**src/rtl/datapath_pkg.sv**
```systemverilog
// Shared definitions for the issue stage and the ALU/shifter datapath it feeds:
// opcode encodings, flag bit positions and the defined-opcode test.
package datapath_pkg;

  localparam logic [3:0] OP_ADD = 4'b0000;
  localparam logic [3:0] OP_SUB = 4'b0001;
  localparam logic [3:0] OP_AND = 4'b0010;
  localparam logic [3:0] OP_OR  = 4'b0011;
  localparam logic [3:0] OP_XOR = 4'b0100;
  localparam logic [3:0] OP_NOT = 4'b0101;
  localparam logic [3:0] OP_SLL = 4'b0110;
  localparam logic [3:0] OP_SRL = 4'b0111;

  localparam int FLAG_Z = 0;
  localparam int FLAG_N = 1;
  localparam int FLAG_C = 2;
  localparam int FLAG_V = 3;

  // Opcodes with the top bit set are NOPs that flow through without effect.
  function automatic logic is_defined_op(input logic [3:0] op);
    return (op[3] == 1'b0);
  endfunction

endpackage

```
**src/rtl/regfile_issue_stage_if.sv**
```systemverilog
// Decoded-instruction issue channel (valid/ready) between the decoder and the
// issue stage.
interface regfile_issue_stage_if #(
  parameter int WIDTH = 8,
  parameter int RAW   = 3
);
  logic             in_valid;
  logic             in_ready;
  logic [3:0]       in_opcode;
  logic [RAW-1:0]   in_rd;
  logic [RAW-1:0]   in_rs1;
  logic [RAW-1:0]   in_rs2;
  logic             in_imm_en;
  logic [WIDTH-1:0] in_imm;

  modport master (
    output in_valid, in_opcode, in_rd, in_rs1, in_rs2, in_imm_en, in_imm,
    input  in_ready
  );

  modport slave (
    input  in_valid, in_opcode, in_rd, in_rs1, in_rs2, in_imm_en, in_imm,
    output in_ready
  );
endinterface

```
**src/rtl/issue_regfile.sv**
```systemverilog
// Architectural register file: two asynchronous read ports, one synchronous
// write port, R0 hardwired to zero.
module issue_regfile #(
  parameter int WIDTH = 8,
  parameter int NREGS = 8,
  localparam int RAW  = $clog2(NREGS)
) (
  input  logic             clk,
  input  logic             rst_n,
  input  logic             we_i,
  input  logic [RAW-1:0]   waddr_i,
  input  logic [WIDTH-1:0] wdata_i,
  input  logic [RAW-1:0]   raddr1_i,
  output logic [WIDTH-1:0] rdata1_o,
  input  logic [RAW-1:0]   raddr2_i,
  output logic [WIDTH-1:0] rdata2_o
);

  logic [WIDTH-1:0] mem_q [NREGS];

  // Storage array; entry 0 is never written so it stays at its reset value.
  always_ff @(posedge clk or negedge rst_n) begin
    if (!rst_n) begin
      for (int i = 0; i < NREGS; i++) begin
        mem_q[i] <= '0;
      end
    end else if (we_i && (waddr_i != '0)) begin
      mem_q[waddr_i] <= wdata_i;
    end
  end

  assign rdata1_o = (raddr1_i == '0) ? '0 : mem_q[raddr1_i];
  assign rdata2_o = (raddr2_i == '0) ? '0 : mem_q[raddr2_i];

endmodule

```
**src/rtl/regfile_issue_stage.sv**
```systemverilog
// Operand issue and writeback around the combinational ALU/shifter datapath:
// EX register drives the datapath, WB register commits to regfile and flags.
module regfile_issue_stage
  import datapath_pkg::*;
#(
  parameter int WIDTH = 8,
  parameter int NREGS = 8,
  localparam int RAW  = $clog2(NREGS)
) (
  input  logic                  clk,
  input  logic                  rst_n,
  input  logic                  hold,
  regfile_issue_stage_if.slave  issue,
  output logic [WIDTH-1:0]      alu_a,
  output logic [WIDTH-1:0]      alu_b,
  output logic [3:0]            alu_opcode,
  input  logic [WIDTH-1:0]      alu_result,
  input  logic                  alu_zero,
  input  logic                  alu_neg,
  input  logic                  alu_carry,
  input  logic                  alu_overflow,
  output logic                  wb_valid,
  output logic [RAW-1:0]        wb_rd,
  output logic [WIDTH-1:0]      wb_data,
  output logic                  flag_z,
  output logic                  flag_n,
  output logic                  flag_c,
  output logic                  flag_v
);

  logic             ex_valid_q, ex_valid_d;
  logic [3:0]       ex_op_q, ex_op_d;
  logic [RAW-1:0]   ex_rd_q, ex_rd_d;
  logic [WIDTH-1:0] ex_a_q, ex_a_d, ex_b_q, ex_b_d;
  logic             wb_valid_q, wb_valid_d;
  logic             wb_def_q, wb_def_d;
  logic [RAW-1:0]   wb_rd_q, wb_rd_d;
  logic [WIDTH-1:0] wb_data_q, wb_data_d;
  logic [3:0]       wb_flags_q, wb_flags_d;
  logic [3:0]       flag_q, flag_d;
  logic [3:0]       alu_flags_s;
  logic [WIDTH-1:0] rf_rd1_s, rf_rd2_s, opa_s, opb_s;
  logic             ex_fwd_ok_s, wb_fwd_ok_s, commit_s, flag_upd_s;

  issue_regfile #(.WIDTH(WIDTH), .NREGS(NREGS)) u_rf (
    .clk      (clk),
    .rst_n    (rst_n),
    .we_i     (commit_s),
    .waddr_i  (wb_rd_q),
    .wdata_i  (wb_data_q),
    .raddr1_i (issue.in_rs1),
    .rdata1_o (rf_rd1_s),
    .raddr2_i (issue.in_rs2),
    .rdata2_o (rf_rd2_s)
  );

  assign issue.in_ready = !hold;

  // A stage may forward only if it will actually write a non-zero register.
  assign ex_fwd_ok_s = ex_valid_q && is_defined_op(ex_op_q) && (ex_rd_q != '0);
  assign wb_fwd_ok_s = wb_valid_q && wb_def_q && (wb_rd_q != '0);
  assign commit_s    = wb_fwd_ok_s && !hold;
  assign flag_upd_s  = wb_valid_q && wb_def_q && !hold;

  // Operand resolution: youngest producer first (EX), then WB, then regfile.
  always_comb begin
    if (ex_fwd_ok_s && (ex_rd_q == issue.in_rs1)) begin
      opa_s = alu_result;
    end else if (wb_fwd_ok_s && (wb_rd_q == issue.in_rs1)) begin
      opa_s = wb_data_q;
    end else begin
      opa_s = rf_rd1_s;
    end
    if (issue.in_imm_en) begin
      opb_s = issue.in_imm;
    end else if (ex_fwd_ok_s && (ex_rd_q == issue.in_rs2)) begin
      opb_s = alu_result;
    end else if (wb_fwd_ok_s && (wb_rd_q == issue.in_rs2)) begin
      opb_s = wb_data_q;
    end else begin
      opb_s = rf_rd2_s;
    end
  end

  // Pack datapath flags into the architectural bit order.
  always_comb begin
    alu_flags_s         = 4'b0000;
    alu_flags_s[FLAG_Z] = alu_zero;
    alu_flags_s[FLAG_N] = alu_neg;
    alu_flags_s[FLAG_C] = alu_carry;
    alu_flags_s[FLAG_V] = alu_overflow;
  end

  // Pipeline advance; hold freezes both stages together.
  always_comb begin
    if (!hold) begin
      ex_valid_d = issue.in_valid;
      ex_op_d    = issue.in_opcode;
      ex_rd_d    = issue.in_rd;
      ex_a_d     = opa_s;
      ex_b_d     = opb_s;
      wb_valid_d = ex_valid_q;
      wb_def_d   = is_defined_op(ex_op_q);
      wb_rd_d    = ex_rd_q;
      wb_data_d  = alu_result;
      wb_flags_d = alu_flags_s;
    end else begin
      ex_valid_d = ex_valid_q;
      ex_op_d    = ex_op_q;
      ex_rd_d    = ex_rd_q;
      ex_a_d     = ex_a_q;
      ex_b_d     = ex_b_q;
      wb_valid_d = wb_valid_q;
      wb_def_d   = wb_def_q;
      wb_rd_d    = wb_rd_q;
      wb_data_d  = wb_data_q;
      wb_flags_d = wb_flags_q;
    end
  end

  // Flags become visible in the commit cycle and are then retained.
  always_comb begin
    if (flag_upd_s) begin
      flag_d = wb_flags_q;
    end else begin
      flag_d = flag_q;
    end
  end

  // EX, WB and flag registers.
  always_ff @(posedge clk or negedge rst_n) begin
    if (!rst_n) begin
      ex_valid_q <= 1'b0;
      ex_op_q    <= 4'b0000;
      ex_rd_q    <= '0;
      ex_a_q     <= '0;
      ex_b_q     <= '0;
      wb_valid_q <= 1'b0;
      wb_def_q   <= 1'b0;
      wb_rd_q    <= '0;
      wb_data_q  <= '0;
      wb_flags_q <= 4'b0000;
      flag_q     <= 4'b0000;
    end else begin
      ex_valid_q <= ex_valid_d;
      ex_op_q    <= ex_op_d;
      ex_rd_q    <= ex_rd_d;
      ex_a_q     <= ex_a_d;
      ex_b_q     <= ex_b_d;
      wb_valid_q <= wb_valid_d;
      wb_def_q   <= wb_def_d;
      wb_rd_q    <= wb_rd_d;
      wb_data_q  <= wb_data_d;
      wb_flags_q <= wb_flags_d;
      flag_q     <= flag_d;
    end
  end

  assign alu_a      = ex_a_q;
  assign alu_b      = ex_b_q;
  assign alu_opcode = ex_op_q;
  assign wb_valid   = commit_s;
  assign wb_rd      = wb_rd_q;
  assign wb_data    = wb_data_q;
  assign flag_z     = flag_d[FLAG_Z];
  assign flag_n     = flag_d[FLAG_N];
  assign flag_c     = flag_d[FLAG_C];
  assign flag_v     = flag_d[FLAG_V];

endmodule

```
**src/flat_wrapper.sv**
```systemverilog
// flat-port wrapper written by rule: the top's interface ports become plain ports
module regfile_issue_stage_flat import datapath_pkg::*;
#(
  parameter int WIDTH = 8,
  parameter int NREGS = 8,
  localparam int RAW  = $clog2(NREGS)
)
  (clk, rst_n, hold, alu_a, alu_b, alu_opcode, alu_result, alu_zero, alu_neg, alu_carry, alu_overflow, wb_valid, wb_rd, wb_data, flag_z, flag_n, flag_c, flag_v, issue_in_valid, issue_in_opcode, issue_in_rd, issue_in_rs1, issue_in_rs2, issue_in_imm_en, issue_in_imm, issue_in_ready);
  regfile_issue_stage_if #(.WIDTH(WIDTH), .RAW(3)) issue_i ();
  input  logic clk;
  input  logic rst_n;
  input  logic hold;
  output logic [WIDTH-1:0] alu_a;
  output logic [WIDTH-1:0] alu_b;
  output logic [3:0] alu_opcode;
  input  logic [WIDTH-1:0] alu_result;
  input  logic alu_zero;
  input  logic alu_neg;
  input  logic alu_carry;
  input  logic alu_overflow;
  output logic wb_valid;
  output logic [RAW-1:0] wb_rd;
  output logic [WIDTH-1:0] wb_data;
  output logic flag_z;
  output logic flag_n;
  output logic flag_c;
  output logic flag_v;
  input wire logic [$bits(issue_i.in_valid)-1:0] issue_in_valid;
  input wire logic [$bits(issue_i.in_opcode)-1:0] issue_in_opcode;
  input wire logic [$bits(issue_i.in_rd)-1:0] issue_in_rd;
  input wire logic [$bits(issue_i.in_rs1)-1:0] issue_in_rs1;
  input wire logic [$bits(issue_i.in_rs2)-1:0] issue_in_rs2;
  input wire logic [$bits(issue_i.in_imm_en)-1:0] issue_in_imm_en;
  input wire logic [$bits(issue_i.in_imm)-1:0] issue_in_imm;
  output wire logic [$bits(issue_i.in_ready)-1:0] issue_in_ready;
  assign issue_i.in_valid = issue_in_valid;
  assign issue_i.in_opcode = issue_in_opcode;
  assign issue_i.in_rd = issue_in_rd;
  assign issue_i.in_rs1 = issue_in_rs1;
  assign issue_i.in_rs2 = issue_in_rs2;
  assign issue_i.in_imm_en = issue_in_imm_en;
  assign issue_i.in_imm = issue_in_imm;
  assign issue_in_ready = issue_i.in_ready;
  regfile_issue_stage #(.WIDTH(WIDTH), .NREGS(NREGS)) u_core (.clk(clk), .rst_n(rst_n), .hold(hold), .issue(issue_i), .alu_a(alu_a), .alu_b(alu_b), .alu_opcode(alu_opcode), .alu_result(alu_result), .alu_zero(alu_zero), .alu_neg(alu_neg), .alu_carry(alu_carry), .alu_overflow(alu_overflow), .wb_valid(wb_valid), .wb_rd(wb_rd), .wb_data(wb_data), .flag_z(flag_z), .flag_n(flag_n), .flag_c(flag_c), .flag_v(flag_v));
endmodule
```
**config.mk**
```make
export PLATFORM = sky130hd
export DESIGN_NAME = regfile_issue_stage_flat
export DESIGN_NICKNAME = d
export VERILOG_FILES = /design/src/rtl/datapath_pkg.sv /design/src/rtl/regfile_issue_stage_if.sv /design/src/rtl/issue_regfile.sv /design/src/rtl/regfile_issue_stage.sv /design/src/flat_wrapper.sv
export SDC_FILE = /design/constraint.sdc
export NUM_CORES = 1
export LEC_CHECK = 0
export ABC_AREA = 1
export CAP_MARGIN = 20
export CORE_UTILIZATION = 53
export CTS_CLUSTER_DIAMETER = 150
export DETAILED_ROUTE_END_ITERATION = 8
export GPL_TIMING_DRIVEN = 0
export PLACE_DENSITY = 0.83
export SYNTH_ARGS = -nofsm -noshare
export SYNTH_HDL_FRONTEND = slang
export SYNTH_SLANG_ARGS = --single-unit
export TNS_END_PERCENT = 5
```
**constraint.sdc**
```tcl
create_clock -name clk -period 1.6 [get_ports clk]
set_input_delay 0.4 -clock clk [delete_from_list [all_inputs] [get_ports clk]]
set_output_delay 0.4 -clock clk [all_outputs]
set_load 0.02 [all_outputs]
```
Word-level counts from Yosys, hierarchy flattened
Cells that the tools add are included.

Input port bits: 38. Output and inout bits: 37. Bits in registers: 109.

Muxes and demuxes: 17. Reduce and logical (&&, ||, !) cells: 17. Equality and inequality tests: 4. Bitwise gates (word level): 4. Magnitude comparators: 4.

Operators by type and width (number): 2-to-1 mux 8 bit (12); bitwise mux 64 bit (1); binary-select mux 8 bit (select 3 bit) (2); demux 8 bit (select 3 bit) (1); == test 3 bit (4); >= comparator 4 bit (second input constant) (3); logical AND 1 bit (12); NOT 3 -> 4 bit (3); zero test 3 bit (2); nonzero test 3 bit (2); less-than comparator 4 x 1 -> 1 bit (second input constant) (1); 2-to-1 mux 4 bit (1); zero test 1 bit (1); NOT 1 bit (1).

Depth between registers and ports, before layout
Depth in word-level cells: 8. Depth in mapped cells: 14.

Hierarchy
A second synthesis with hierarchy kept.

Cells, all modules: 931. Area total of the unflattened synthesis: 6391.1 sq um.

By module, submodules not included: issue_regfile (area each 3851.2 sq um, sequential area each 1601.5 sq um, instances 1, cells each 582); regfile_issue_stage (area each 2539.9 sq um, sequential area each 1126.1 sq um, instances 1, cells each 349).

Worst setup path before layout
Ideal clock, no wire load.

Path kind: input to output. From: input port hold. To: output port wb_valid. Arrival time: 1.353 ns. Buffers on the path: 2. Stages: 5. Data required time: 1.200 ns. Slack: -0.153 ns. Cells stage by stage: inv_1 > clkbuf_1 > clkbuf_1 > nand2_1 > inv_1.

Longest elaborated chain between the ends: 2.

Ends and longest elaborated chain: from (decl) (RTL line flat_wrapper.sv:12) `input logic hold;`; zero test 1 bit; named net issue_in_ready (RTL line flat_wrapper.sv:35) `output wire logic [$bits(issue_i.in_ready)-1:0] issue_in_ready;`; logical AND 1 bit (RTL line regfile_issue_stage.sv:62) `assign commit_s = wb_fwd_ok_s && !hold;`; to (decl) (RTL line flat_wrapper.sv:21) `output logic wb_valid;`.

The timed path passes the listed nets, and every way through them passes these cells.

Worst setup path after layout
From: register u_core.wb_valid_q. To: output port flag_n.

Longest elaborated chain between the ends: 3.

Ends and longest elaborated chain: from (decl) (RTL line regfile_issue_stage.sv:35) `logic wb_valid_q, wb_valid_d;`; from (signal assigned) (RTL line regfile_issue_stage.sv:150) `wb_valid_q <= wb_valid_d;`; logical AND 1 bit (2 in series) (RTL line regfile_issue_stage.sv:63) `assign flag_upd_s = wb_valid_q && wb_def_q && !hold;`; 2-to-1 mux 4 bit (RTL line regfile_issue_stage.sv:123) `if (flag_upd_s) begin`; to (decl) (RTL line flat_wrapper.sv:25) `output logic flag_n;`.

No other way between the ends.

==> metrics.md <==
| Metric | Value |
|---|---|
| Worst setup margin | -0.341 ns |
| Leading area contributor after synthesis | dfrtp_1 |
| CTS tree | yes |
| Number of port buffers | 70 |
| Post-Syn Nets | 905 |
| Crit path kind | reg2out |
| Run status | finished, violations left |
| Detail Route Antenna Nets | 0 |
| Clk slew on worst S/H paths | 0.07 ns |
| Unique cell type count in the Yosys netlist | 30 |
| Commonest non-fill, non-tap cell in the layout | nand2_1 |
| Later-pin clock latency in the skew report | 0.37 ns |
| Crit-path cells | nand2_2, nor2_4, buf_6, mux2_4, buf_6 |
| Slowest-stage cell, CP | dfrtp_1 |
| Layout cell share with drive strength beyond 1 | 11.5% |
| Fill count | roughly 980 |
| Critical Path RT | 1.20 ns |
| Routed length per instance | about 17 um |
| Layout Utilization | 67.8% |
| Routability cong. | 0.950 |
| Die area | around 12000 um^2 |
| Overall power | slightly below 8 mW |
| Row count | 38 |
| CTS H-tree depth | 3 |
| Max-cap violations | 0 |
| Crit path launch type | register |
| Root Buffer | clkbuf_16 |
| Final wirelength | about 19 mm |
| Register area share after synthesis | 45.0% |
| Num CTS Buffers | 9 |
| Width of the die | around 110 um |
| CTS sink cnt | 109 |
| Final max-slew violation count | 0 |
| Starting DRT DRC Count | 668 |
| Die Y | 109 um |
| Wire length of the first global-routing pass | 28.9 mm |
| Ranking of synthesized cells by area | dfrtp_1 (45%), nand2_1 (20%), o21ai_0 (7.8%), inv_1 (5.9%), nand3_1 (4.2%) |
| DP HPWL | approximately 13 mm |
| Final TNS setup | -5.28 ns |
| P&R area growth vs syn | 22.8% |
| Via count | 5935 |
| Power Density | 1070 nW/um^2 |
| Yosys Warn Count | 0 |
| Unrepaired setup endpoints after global routing | true |
| Register bit total from synthesis | 109 |
| Post-Layout Cell Count | 1099 |
| Worst Max-Slew Pin Slew | roughly 0.66 ns |
| Starting density of the core | between 50% and 60% |
| NumNets Final | 991 |
| DR vias/cell | roughly 5.4 |
| Clock buffer depth | 2 |
| DR pass1 iterations | 5 |
| Peak fanout along the critical path | 5 |
| Slew HR | 56.2% |
| Most frequent cell on the critical path | buf_6 |
| Critical Path AT | roughly 1.5 ns |
| Worst clock skew | 0.00596 ns |
| GRT Total Usage | 33.4% |
| Most frequent cells in the layout | nand2_1 (309), dfrtp_1 (106), inv_1 (95) |
| Violated checks | setup timing |
| Worst ir drop on vdd | approximately 1.2 mV |
| Yosys top cell area share | 45.0% |
| Crit path capture type | output port |
| Mean Syn Cell Area | 6.99 um^2 |
| F_max | 0.515 GHz |
| Slack of the worst reg-to-reg path | -0.24 ns |
| Core Region | 11000 um^2 |
| Fin crit period | 1.94 ns |
| Initial antenna violation count | 0 |
| Placed cell count | 1078 |
| Worst hold path type | in2async |
| I/O pins | 75 |
| DR DRC count | 0 |
| Gate Count Post-Synth | 867 |
| Total gr overflow | 0 |
| Period utilisation layout | 121% |
| Static Leakage | 3.77 nW |
| CP peak stage delay | 0.37 ns |
| Number of global-route vias before repair | 5371 |
| Final Hold Viols | 0 |
| Pin count of the biggest net entering global routing | 63 |
| Syn Std Cell Area | 6060 um^2 |
| Setup Viol. Count Final | 48 |
[metal layers]
| metal | vias up | wire, um | global-route usage (%) |
|---|---|---|---|
| li1 | 2883 | - | - |
| met1 | 2731 | 8190 | 48.2 |
| met2 | 283 | 8270 | 48.5 |
| met3 | 38 | 1680 | 7.47 |
| met4 | 0 | 490 | 12.8 |
| met5 | - | 0 | 0 |
[where the power goes]
part	internal, mW	switching [mW]
logic	0.808	1.32
clock network	1.24	1.11
registers	3.18	0.294
[stage by stage]
stage	worst slack (ns)	area, um^2	hold WS, ns
2_1_floorplan	0.00658	6070	0.104
3_3_place_gp	-4.29	6940	0.460
3_5_place_dp	-1.11	6970	0.460
4_1_cts	-0.344	7380	0.0710
5_1_grt	-0.377	7450	0.0976
6_report	-0.341	7450	0.0517
[state kept, by name, indices dropped and copies added, names as in the netlist]
register           cells
u_core.wb_valid_q      1
u_core.wb_data         8
u_core.ex_rd_q         3
u_core.ex_valid_q      1
u_core.flag_q          4
u_core.wb_def_q        1
u_core.alu_opcode      4
u_core.alu_a           8
u_core.wb_rd           3
u_core.u_rf.mem_q     64
u_core.wb_flags_q      4
u_core.alu_b           8
[synthesized netlist by cell type]
cell      instances
a21oi_2           2
dfrtp_1         109
clkinv_1          3
nor2_4            1
nand3_2           2
nand2_2           2
nor2_1           37
mux2_2            4
nor2_2            1
xnor2_1           2
nand4_1           4
o21ai_2           4
inv_2             6
nand2_1         316
o21ai_1          24
a21oi_1          49
buf_6             3
nor3_1            1
o21ai_0          94
nand3_1          51
buf_2            19
clkbuf_2          1
or2_1             1
inv_4             1
inv_1            96
clkbuf_1         21
xor2_1            4
o22ai_1           1
nand2_4           1
buf_4             7
[logic make-up after synthesis]
family | share of synthesized area [%]
muxes | 0.743
xor gates and xnor gates | 0.867
AOI/OAI and AO/OA | 14.8
buffers and inverters | 11.0
DFF | 45.0
and+or+nand+nor | 27.7
[critical path, delay by kind of cell, from the launching register on]
kind          cells  cell delay [ns]
simple gates      2             0.20
mux               1             0.32
buf+inv           2             0.28
flops             1             0.37
[layout make-up]
class | count | area [um^2] | area share [%]
Inverter | 106 | 414 | 5.56
Timing Repair Buffer | 76 | 719 | 9.66
Clock buffer | 9 | 225 | 3.02
Buffer | 50 | 318 | 4.27
Multi-Input combinational cell | 601 | 2780 | 37.3
Clock inverter | 7 | 82.6 | 1.11
Sequential cell | 109 | 2730 | 36.7
Antenna cell | 1 | 2.50 | 0.0336
Tap cell | 140 | 175 | 2.35
[worst paths after layout]
path,depth (start not counted),from,endpoint
max reg2reg,8,u_core.wb_valid_q,u_core.u_rf.mem_q[18]
min reg2reg,2,u_core.alu_opcode[1],u_core.alu_opcode[1]
min,1,rst_n,u_core.u_rf.mem_q[0]
max,5,u_core.wb_valid_q,flag_n
max in group asynchronous,2,rst_n,u_core.alu_b[4]
min in group clk,2,u_core.alu_opcode[1],u_core.alu_opcode[1]
[what timing repair did]
item,4_1_cts,5_1_grt
setup endpoints to repair,111,73
pin swaps,7,6
buffers inserted,4,1
hold buffers,0,0
gates resized for setup,114,30
No activity file was read; power rests on OpenSTA's default activity.
